`config.mk`:
```
export PLATFORM = sky130hd
export DESIGN_NAME = fetch
export DESIGN_NICKNAME = d
export VERILOG_FILES = /design/src/rtl/fetch.sv
export SDC_FILE = /design/constraint.sdc
export NUM_CORES = 1
export LEC_CHECK = 0
export ABC_CLOCK_PERIOD_IN_PS = 5100
export CAP_MARGIN = 20
export CORE_UTILIZATION = 55
export CTS_BUF_LIST = sky130_fd_sc_hd__clkbuf_16
export DETAILED_ROUTE_END_ITERATION = 6
export PLACE_DENSITY = 0.95
export SYNTH_ARGS = -nofsm -noshare
export SYNTH_HDL_FRONTEND = slang
export SYNTH_SLANG_ARGS = --single-unit
```
`constraint.sdc`:
```
create_clock -name Clock -period 5.1 [get_ports Clock]
set_input_delay 0.51 -clock Clock [delete_from_list [all_inputs] [get_ports Clock]]
set_output_delay 0.51 -clock Clock [all_outputs]
set_load 0.01 [all_outputs]
```
`src/rtl/fetch.sv`:
```
// fetch: program counter that steps by 4 each cycle or takes a PC-relative branch when B and Z are both set
//   Clock  : system clock, rising edge
//   Reset  : synchronous active-low reset, loads RESET_ADDR
//   B, Z   : branch decoded / ALU zero; a branch is taken only when both are 1
//   B_addr : sign-extended branch offset in words
//   addr   : registered current instruction byte address
module fetch #(
  parameter logic [31:0] RESET_ADDR = 32'h0000_0000
) (
  input  logic        Clock,
  input  logic        Reset,
  input  logic        B,
  input  logic        Z,
  input  logic [31:0] B_addr,
  output logic [31:0] addr
);
  logic [31:0] pc_q, pc_d;
  // Dropping the top two offset bits is the word-to-byte shift truncated to 32 bits.
  always_comb pc_d = pc_q + 32'd4 + ((B && Z) ? {B_addr[29:0], 2'b00} : 32'd0);
  always_ff @(posedge Clock)
    if (!Reset) pc_q <= RESET_ADDR;
    else        pc_q <= pc_d;
  assign addr = pc_q;
endmodule

```
==> results of run 1 <==
## cell usage in the layout (no fill, tap or decap), drive strengths merged, types with 4 or more instances in the layout
| master | count |
|---|---|
| nand2 | 21 |
| nand2b | 4 |
| nand3 | 6 |
| nor3 | 6 |
| o21ai | 16 |
| mux2i | 4 |
| and3 | 33 |
| a21oi | 29 |
| o21a | 6 |
| xor2 | 9 |
| a21o | 9 |
| clkbuf | 5 |
| nor2b | 6 |
| inv | 4 |
| dfxtp | 30 |
| nor2 | 36 |
| clkdlybuf4s50 | 63 |
| xnor2 | 14 |
| and2 | 5 |
| ha | 57 |
## metrics by stage
stage          area, µm²  setup slack (ns)
2_1_floorplan       2910              1.78
3_3_place_gp        3570              1.12
3_5_place_dp        3570              1.07
4_1_cts             3710              1.33
5_1_grt             3710              1.11
6_report            3710              1.32
## power breakdown
part           internal (W)  switching [W]  leakage, nW  total (W)
Sequential         0.000259      0.0000141        0.246   0.000273
Combinational      0.000132       0.000131         1.48   0.000263
Clock              0.000176       0.000103       0.0724   0.000279
## cell families (layout without fill, tap and decap cells)
logic type	count (synthesis)	after routing	share of synthesized area, %
adder cells (fa/ha/maj)	58	58	25.2
buffers and inverters	20	76	2.84
AO/OA/AOI/OAI	81	81	19.7
AND/OR/NAND/NOR	127	127	23.1
other	1	2	0.129
flip-flops	30	30	20.7
XOR/XNOR	23	23	6.94
multiplexers	4	4	1.38
## path summary, 6_finish.rpt
path              cells after the start     from       end  slack, ns
setup reg to reg                     10  addr[3]  addr[29]       2.20
setup / recovery                     14        B  addr[29]       1.32
hold / removal                        3  addr[2]   addr[2]       0.56
hold reg to reg                       3  addr[2]   addr[2]       0.56
## worst reg2reg max path: stages (launching register included)
cell       delay, ns
dfxtp_1         0.32
ha_1            0.29
ha_1            0.23
fa_1            0.43
a21o_1          0.22
a221o_1         0.36
a21oi_2         0.24
o2111ai_1       0.17
a211oi_2        0.27
xor2_1          0.18
nor2_1          0.06
## cell type report
cell class	count	area, µm²
multi-input cells	295	2220
clock inverters	3	12.5
fillers	392	1400
inverters	3	11.3
well taps	70	87.6
flip-flops and latches	30	601
repair buffers	65	646
clock buffers	5	125
## metal layers
layer  track usage [%]  vias up
met5                 0        -
met4              13.8        0
met3              5.49       27
met2              49.6       94
met1              28.8     1280
li1                  -     1360
==> results.md, run 1 <==
* IO Pins at 68
* Mapped Cells at 344
* Ys async rst share at 0%
* Slew Limit Headroom at 44.0%
* Setup TNS at 0 ns
* Num CTS Buffers at 5
* Total power at 0.000814 W
* Max Clock Skew at 0.00468 ns
* Starting Density at 56.9%
* Clk_lat worst skew at 0.28 ns
* Crit path buf inv count at 3
* Post-route DRC at 0
* Layout cells sized above 1 at 6.73%
* Status: completed
* #FFs+latches synth at 30
* Synth top area share at 24.6%
* CP arrival at 3.91 ns
* Tcrit/Tclk final at 74.1%
* IO Port Bufs at 63
* Cell family with most CP delay: compound AO/OA/AOI/OAI gates
* Peak Freq at 0.265 GHz
* Initial DRC Count at 170
* Fin Hold WS at 0.561 ns
* Met2 WL post-DR at 3680 µm
* Vias per cell at 5.86
* Synth top cells by count: 57 x ha_1, 36 x nor2_1, 32 x and3_1
* Hold buffer count at CTS at 0
* # diodes at 0
* Root buffer cell: clkbuf_16
* Detail Placement HPWL at 5510 µm
* Nets at 494
* Post-CTS setup buffers at 0
* Final core utilization at 72.6%
* Placer Congestion at 0.910
* Clk sink count at 30
* First-pass GRT wire length at 11,500 µm
* Total wire length at 7240 µm
* Peak VDD IR at 0.000145 V
* Crit-path slowest cell: clkdlybuf4s50_1
* Highest metal used: met4
* DRT Pass-1 Iters at 5
* HP Class: flop to flop
* Placeable Area at 5110 µm²
* Clock Path Buffers at 2
* Setup violations, final at 0
* GRT overflow at 0
* Worst Setup Start Kind: input pin
* Count leader, synth: ha_1
* Post_cts resized at 0
* CTS tree: yes
* Wl on met1 at 3010 µm
* Hold Vio Cnt, Final at 0
* Max Cap Viol at 0
* Cell area after synthesis at 2900 µm²
* Largest register FFs at 30
* Post-route minimum period at 3.78 ns
* Power Density at 220 nW/µm²
* Die width at 74.7 µm
* # rows at 26
* Average size of a mapped cell at 8.44 µm²
* RSZ-0062 raised after global routing: false
* Initial antenna violation count at 0
* Setup CP Type: input pin to flop
* Die area at 5570 µm²
* Least-Margin Pin Slew at 0.839 ns
* Leading area contributor after synthesis: ha_1
* Wirelength per Cell at 15.4 µm
* Synth-to-Final Area Change at 27.7%
* Total GRT Usage at 26.9%
* Main synth FF type: dfxtp_1
* Worst Path Max Fanout at 16
* Crit path cell chain: clkdlybuf4s50_1, buf_4, nand3_1, ha_1, inv_1, ha_1, fa_1, a21o_1, a221o_1, a21oi_2, o2111ai_1, a211oi_2, xor2_1, nor2_1
* Synth top area cells: ha_1 25%, dfxtp_1 21%, and3_1 6.9%
* DP Cell Count at 463
* LEAKAGE at 1.80 nW
* Worst Path Required at 5.23 ns
* Crit path largest cell delay at 0.66 ns
* Clk pin slew, worst setup/hold paths at 0.05 ns
* Via count at 2,761
* Detail Route Antenna Nets at 0
* Proportion of synthesized chip area in sequential cells at 20.7%
* Max-slew violations at 0
* Most frequent cell on the critical path: ha_1
* Vias in the first global route at 2,741
* EDFF count, synth at 0
* Largest net degree at the start of global routing at 25
* Metal3 WL at 322 µm
* Worst setup EP type: flop
* Die Ht at 74.7 µm
* Fin cells at 471
* Yosys warning total at 0
* Cell variety after synth at 51
* CTS H-tree depth at 2
(Power assumes the default switching activity.)
==> run 2: changes to the inputs <==
- ABC_CLOCK_PERIOD_IN_PS: 5100 -> 3080
- CORE_UTILIZATION: 55 -> 46
- PLACE_DENSITY: 0.95 -> 0.85
- clock period: 5.1 -> 3.08 ns (I/O delays scaled with it)
==> run 2 against run 1 <==
Compared with the run above: wire length up 12%; worst hold slack better by 0.011 ns; clock power is 70% higher; clock skew is 0.00096 ns higher; first-iteration DRC count is 12% lower; power grew 78%; final cell count increased by 16%; largest cell class unchanged; register-to-register slack lost 1.9 ns; non-clock buffer count is 69 higher; via count rose by 6.9%.
==> results.md, run 2 (synthesized netlist as in run 1, its figures left out) <==
* Via count at 2,951 (was 2,761)
* Die width at 81.5 µm (was 74.7 µm)
* Synth-to-Final Area Change at 47.4% (was 27.7%)
* Post-Place Worst Slack at -0.361 ns (was 1.07 ns)
* Starting Density at 48.5% (was 56.9%)
* Crit path buf inv count at 1 (was 3)
* Total wire length at 8130 µm (was 7240 µm)
* Wirelength per Cell at 14.9 µm (was 15.4 µm)
* Power Density at 339 nW/µm² (was 220 nW/µm²)
* Detail Route Antenna Nets at 0 (unchanged)
* Status: completed (unchanged)
* Initial antenna violation count at 0 (unchanged)
* Int Pwr at 0.00101 W (was 0.000567 W)
* Worst Setup Start Kind: input pin (unchanged)
* Worst setup EP type: flop (unchanged)
* Hold buffer count at CTS at 0 (unchanged)
* Placeable Area at 5990 µm² (was 5110 µm²)
* Clock Power Share at 32.5% (was 34.2%)
* Die area at 6630 µm² (was 5570 µm²)
* Crit path largest cell delay at 0.45 ns (was 0.66 ns)
* Most frequent cell on the critical path: ha_1 (unchanged)
* Placer Congestion at 0.855 (was 0.910)
* Slew Limit Headroom at 42.2% (was 44.0%)
* Most frequent cells in the layout: 71 x buf_4, 61 x clkdlybuf4s50_1, 56 x ha_1, 35 x nor2_1, 31 x and3_1 (was 63 x clkdlybuf4s50_1, 57 x ha_1, 36 x nor2_1, 32 x and3_1, 30 x dfxtp_1)
* Num CTS Buffers at 5 (unchanged)
* Clock Path Buffers at 2 (unchanged)
* Total GRT Usage at 25.1% (was 26.9%)
* Largest register FFs at 30 (unchanged)
* Psw at 0.000442 W (was 0.000248 W)
* Vias per cell at 5.41 (was 5.86)
* Crit path cell chain: clkdlybuf4s50_1, and3_1, ha_1, ha_1, fa_2, a21o_1, a221o_1, a21oi_2, o2111ai_1, a211oi_2, xor2_1, nor2_1 (was clkdlybuf4s50_1, buf_4, nand3_1, ha_1, inv_1, ha_1, fa_1, a21o_1, a221o_1, a21oi_2, o2111ai_1, a211oi_2, xor2_1, nor2_1)
* Most common cell after layout, fill and taps aside: buf_4 (was clkdlybuf4s50_1)
* CTS H-tree depth at 2 (unchanged)
* Crit-path slowest cell: clkdlybuf4s50_1 (unchanged)
* DRT Pass-1 Iters at 4 (was 5)
* Max Cap Viol at 0 (unchanged)
* Footprint of the multi-input gates at 2270 µm² (was 2220 µm²)
* Clk sink count at 30 (unchanged)
* Worst Path Required at 3.21 ns (was 5.23 ns)
* CP arrival at 3.12 ns (was 3.91 ns)
* IO Port Bufs at 63 (unchanged)
* Die Ht at 81.5 µm (was 74.7 µm)
* Setup CP Type: input pin to flop (unchanged)
* Layout cells sized above 1 at 21.9% (was 6.73%)
* Hold Path Depth at 3 (unchanged)
* Sequential standard cell area at 601 µm² (unchanged)
* Worst path depth at 12 (was 14)
* Final worst slack at 0.0812 ns (was 1.32 ns)
* Setup violations, final at 0 (unchanged)
* Initial DRC Count at 150 (was 170)
* Vias in the first global route at 2,870 (was 2,741)
* Hold Vio Cnt, Final at 0 (unchanged)
* Peak VDD IR at 0.000237 V (was 0.000145 V)
* HP Class: flop to flop (unchanged)
* Root buffer cell: clkbuf_16 (unchanged)
* IO Pins at 68 (unchanged)
* LEAKAGE at 2.15 nW (was 1.80 nW)
* Largest net degree at the start of global routing at 25 (unchanged)
* Register share of total power at 31.2% (was 33.5%)
* RSZ-0062 raised after global routing: true (was false)
* # diodes at 0 (unchanged)
* # rows at 28 (was 26)
* Post-route minimum period at 3.00 ns
* First-pass GRT wire length at 12,800 µm (was 11,500 µm)
* Sw Share at 30.4% (about the same)
* Cell family with most CP delay: compound AO/OA/AOI/OAI gates (unchanged)
* Max Clock Skew at 0.00564 ns (was 0.00468 ns)
* Post-route DRC at 0 (unchanged)
* Reg2Reg Depth at 10 (unchanged)
* Total power at 0.00145 W (was 0.000814 W)
* Comb pwr share at 36.3% (was 32.3%)
* Tcrit/Tclk final at 97.4%
* GRT overflow at 0 (unchanged)
* Max-slew violations at 0 (unchanged)
* Fillcell total at 449 (was 392)
* Clk_lat worst skew at 0.28 ns (about the same)
* Peak Freq at 0.333 GHz
* Worst Path Max Fanout at 3 (was 16)
* Nets at 563 (was 494)
* Detail Placement HPWL at 6240 µm (was 5510 µm)
* Least-Margin Pin Slew at 0.866 ns (was 0.839 ns)
* CTS tree: yes (unchanged)
* Clk pin slew, worst setup/hold paths at 0.05 ns (about the same)
==> run 2: final cells by class <==
| class | instances | share of cell area, % |
|---|---|---|
| Inverter | 3 | 0.263 |
| Sequential cell | 30 | 14.0 |
| Timing Repair Buffer | 134 | 27.1 |
| Clock buffer | 5 | 2.92 |
| Clock inverter | 3 | 0.292 |
| Multi-Input combinational cell | 295 | 53.2 |
| Tap cell | 75 | 2.19 |
==> run 2: per-stage QoR <==
stage	utilization, %	instances	area (µm²)	hold WS [ns]	setup TNS [ns]
2_1_floorplan	-	345	2910	0.501	0
3_3_place_gp	68.3	537	4090	0.547	-4.06
3_5_place_dp	68.3	537	4090	0.565	-5.13
4_1_cts	71.0	545	4250	0.575	0
5_1_grt	71.4	545	4280	0.601	-0.0341
6_report	71.4	545	4280	0.572	0
==> run 2: final timing paths <==
path / from / to / slack (ns)
worst max-delay path: B_addr[1] / addr[29] / 0.08
worst min-delay path: addr[2] / addr[2] / 0.57
worst max register to register: addr[3] / addr[29] / 0.33
worst min register to register: addr[2] / addr[2] / 0.57
==> run 2: per-layer routing <==
| metal | global-route usage [%] | part of all wire, % | vias up |
|---|---|---|---|
| met5 | 0 | 0 | - |
| met4 | 8.04 | 1.8 | 0 |
| met3 | 3.89 | 4.9 | 14 |
| met2 | 46.7 | 52 | 80 |
| met1 | 29.0 | 42 | 1359 |
| li1 | - | - | 1498 |
==> run 2: repair_timing <==
action	CTS	global route
setup buffers	0	0
resized for setup	6	7
endpoints found under the setup margin	14	7
pin swaps	4	3
hold endpoints to repair	0	0
==> run 2: worst register-to-register path, cell delays in order (launching register included) <==
cell and delay, ns:
dfxtp_1 0.32, ha_1 0.29, ha_1 0.23, fa_2 0.36, a21o_1 0.20, a221o_1 0.34
a21oi_2 0.19, o2111ai_1 0.16, a211oi_2 0.26, xor2_1 0.18, nor2_1 0.06
==> run 2: power groups by stage <==
stage / clock network [W] / registers [W] / logic (W)
2_1_floorplan: 0 / 0.000474 / 0.000236
5_1_grt: 0.000496 / 0.000457 / 0.000575
3_5_place_dp: 0 / 0.000459 / 0.000515
6_report: 0.000473 / 0.000453 / 0.000527
3_3_place_gp: 0 / 0.000459 / 0.000497
4_1_cts: 0.000484 / 0.000453 / 0.000524
==> run 3: changes to the inputs <==
- ABC_CLOCK_PERIOD_IN_PS: 3080 -> 3900
- CORE_UTILIZATION: 46 -> 55
- PLACE_DENSITY: 0.85 -> 0.95
- clock period: 3.08 -> 3.9 ns (I/O delays scaled with it)
==> run 3 against run 2 <==
Compared with the run above: via count decreased by 4.6%; clock-buffer cell count did not move; global-route usage is 2.4 points higher; final area fell by 13%; wire length down 9.1%; register-to-register slack better by 0.65 ns; non-clock buffer count shrank 67; critical path depth did not move; largest power group is now the clock network; highest routed layer unchanged.
==> results.md, run 3 (synthesized netlist as in run 1, its figures left out) <==
* Initial antenna violation count at 0 (unchanged)
* Most common cell after layout, fill and taps aside: clkdlybuf4s50_1 (was buf_4)
* Initial DRC Count at 190 (was 150)
* Synth-to-Final Area Change at 28.0% (was 47.4%)
* Peak Freq at 0.291 GHz
* Placeable Area at 5110 µm² (was 5990 µm²)
* Setup CP Type: input pin to flop (unchanged)
* Metal3 WL at 427 µm (was 396 µm)
* RSZ-0062 raised after global routing: false (was true)
* Clk_lat worst skew at 0.27 ns (was 0.28 ns)
* Met2 WL post-DR at 3710 µm (was 4190 µm)
* CP arrival at 3.64 ns (was 3.12 ns)
* Die Ht at 74.7 µm (was 81.5 µm)
* Max-slew violations at 0 (unchanged)
* Post_cts resized at 0 (was 6)
* Wl on met1 at 3010 µm (was 3400 µm)
* Fillcell total at 382 (was 449)
* Nets at 496 (was 563)
* Root buffer cell: clkbuf_16 (unchanged)
* IO Pins at 68 (unchanged)
* Vias in the first global route at 2,829 (was 2,870)
* Highest metal used: met4 (unchanged)
* CTS H-tree depth at 2 (unchanged)
* CTS tree: yes (unchanged)
* Vias per cell at 5.96 (was 5.41)
* Hold Vio Cnt, Final at 0 (unchanged)
* Largest register FFs at 30 (unchanged)
* # rows at 26 (was 28)
* IO Port Bufs at 63 (unchanged)
* Clk pin slew, worst setup/hold paths at 0.05 ns (about the same)
* Worst Path Max Fanout at 13 (was 3)
* Clock Path Buffers at 2 (unchanged)
* Via count at 2,815 (was 2,951)
* Worst setup EP type: flop (unchanged)
* Clk sink count at 30 (unchanged)
* Starting Density at 56.9% (was 48.5%)
* Most frequent cells in the layout: 63 x clkdlybuf4s50_1, 57 x ha_1, 36 x nor2_1, 32 x and3_1, 30 x dfxtp_1 (was 71 x buf_4, 61 x clkdlybuf4s50_1, 56 x ha_1, 35 x nor2_1, 31 x and3_1)
* Die area at 5570 µm² (was 6630 µm²)
* Placer Congestion at 0.912 (was 0.855)
* Power Density at 285 nW/µm² (was 339 nW/µm²)
* Sequential standard cell area at 601 µm² (unchanged)
* Final core utilization at 72.8% (was 71.4%)
* Setup TNS at 0 ns (unchanged)
* Status: completed (unchanged)
* Least-Margin Pin Slew at 0.833 ns (was 0.866 ns)
* Wirelength per Cell at 15.6 µm (was 14.9 µm)
* Num CTS Buffers at 5 (unchanged)
* Post-route minimum period at 3.44 ns
* Hold buffer count at CTS at 0 (unchanged)
* Slew Limit Headroom at 44.4% (was 42.2%)
* Peak VDD IR at 0.000201 V (was 0.000237 V)
* Post-route DRC at 0 (unchanged)
* Max Cap Viol at 0 (unchanged)
* Total GRT Usage at 27.5% (was 25.1%)
* Largest net degree at the start of global routing at 25 (unchanged)
* Layout cells sized above 1 at 6.97% (was 21.9%)
* Crit path largest cell delay at 0.52 ns (was 0.45 ns)
* First-pass GRT wire length at 11,900 µm (was 12,800 µm)
* Max Clock Skew at 0.00390 ns (was 0.00564 ns)
* Crit-path slowest cell: clkdlybuf4s50_1 (unchanged)
* Detail Route Antenna Nets at 0 (unchanged)
* HP Class: flop to flop (unchanged)
* Crit path cell chain: clkdlybuf4s50_1, buf_4, and3_1, ha_1, fa_1, a21o_1, a221o_1, and3_1, nor2_1, o311ai_2, a31oi_1, mux2i_1 (was clkdlybuf4s50_1, and3_1, ha_1, ha_1, fa_2, a21o_1, a221o_1, a21oi_2, o2111ai_1, a211oi_2, xor2_1, nor2_1)
* Most frequent cell on the critical path: and3_1 (was ha_1)
* Total wire length at 7380 µm (was 8130 µm)
* Area post-placement at 3580 µm² (was 4090 µm²)
* GRT overflow at 0 (unchanged)
* Post-layout instance area at 3720 µm² (was 4280 µm²)
* Tcrit/Tclk final at 88.1%
* # diodes at 0 (unchanged)
* Worst Setup Start Kind: input pin (unchanged)
* Post-CTS setup buffers at 0 (unchanged)
* Setup violations, final at 0 (unchanged)
* Fin Hold WS at 0.551 ns (was 0.572 ns)
* LEAKAGE at 1.81 nW (was 2.15 nW)
* Final worst slack at 0.465 ns (was 0.0812 ns)
* Post-Place Worst Slack at 0.228 ns (was -0.361 ns)
* Footprint of the multi-input gates at 2220 µm² (was 2270 µm²)
* Die width at 74.7 µm (was 81.5 µm)
* DRT Pass-1 Iters at 4 (unchanged)
* Detail Placement HPWL at 5680 µm (was 6240 µm)
* Worst Path Required at 4.10 ns (was 3.21 ns)
[run 3: per-layer routing]
metal | up-vias | track usage (%)
li1 | 1360 | -
met1 | 1322 | 30.5
met2 | 108 | 50.8
met3 | 25 | 5.09
met4 | 0 | 12.6
met5 | - | 0
[run 3: critical path, delay by kind of cell]
kind / cells / cell delay (ns)
mux: 1 / 0.22
simple gates: 3 / 0.54
fa+ha+maj: 2 / 0.73
buf+inv: 2 / 0.72
compound gates: 4 / 1.04
[run 3: through the flow]
stage | cells | power (W)
floorplan | 345 | 0.000560
global placement | 465 | 0.000684
detailed placement | 465 | 0.000700
CTS | 472 | 0.00106
global route | 472 | 0.00111
finish | 472 | 0.00106
[run 3: final timing paths]
check | startpoint | to | slack, ns | cells after the start
max reg2reg | addr[3] | addr[31] | 0.98 | 10
max | Z | addr[31] | 0.46 | 12
min | addr[2] | addr[2] | 0.55 | 3
min reg2reg | addr[2] | addr[2] | 0.55 | 3
[run 3: where the power goes]
part           switching [W]  internal, W
registers          0.0000181     0.000338
clock network       0.000130     0.000228
logic               0.000171     0.000173
total               0.000319     0.000739
[run 3: layout make-up]
cell class	count	share of cell area [%]
multi-input cells	295	59.8
flip-flops and latches	30	16.2
inverters	3	0.303
clock buffers	5	3.37
well taps	70	2.36
clock inverters	2	0.202
repair buffers	67	17.8
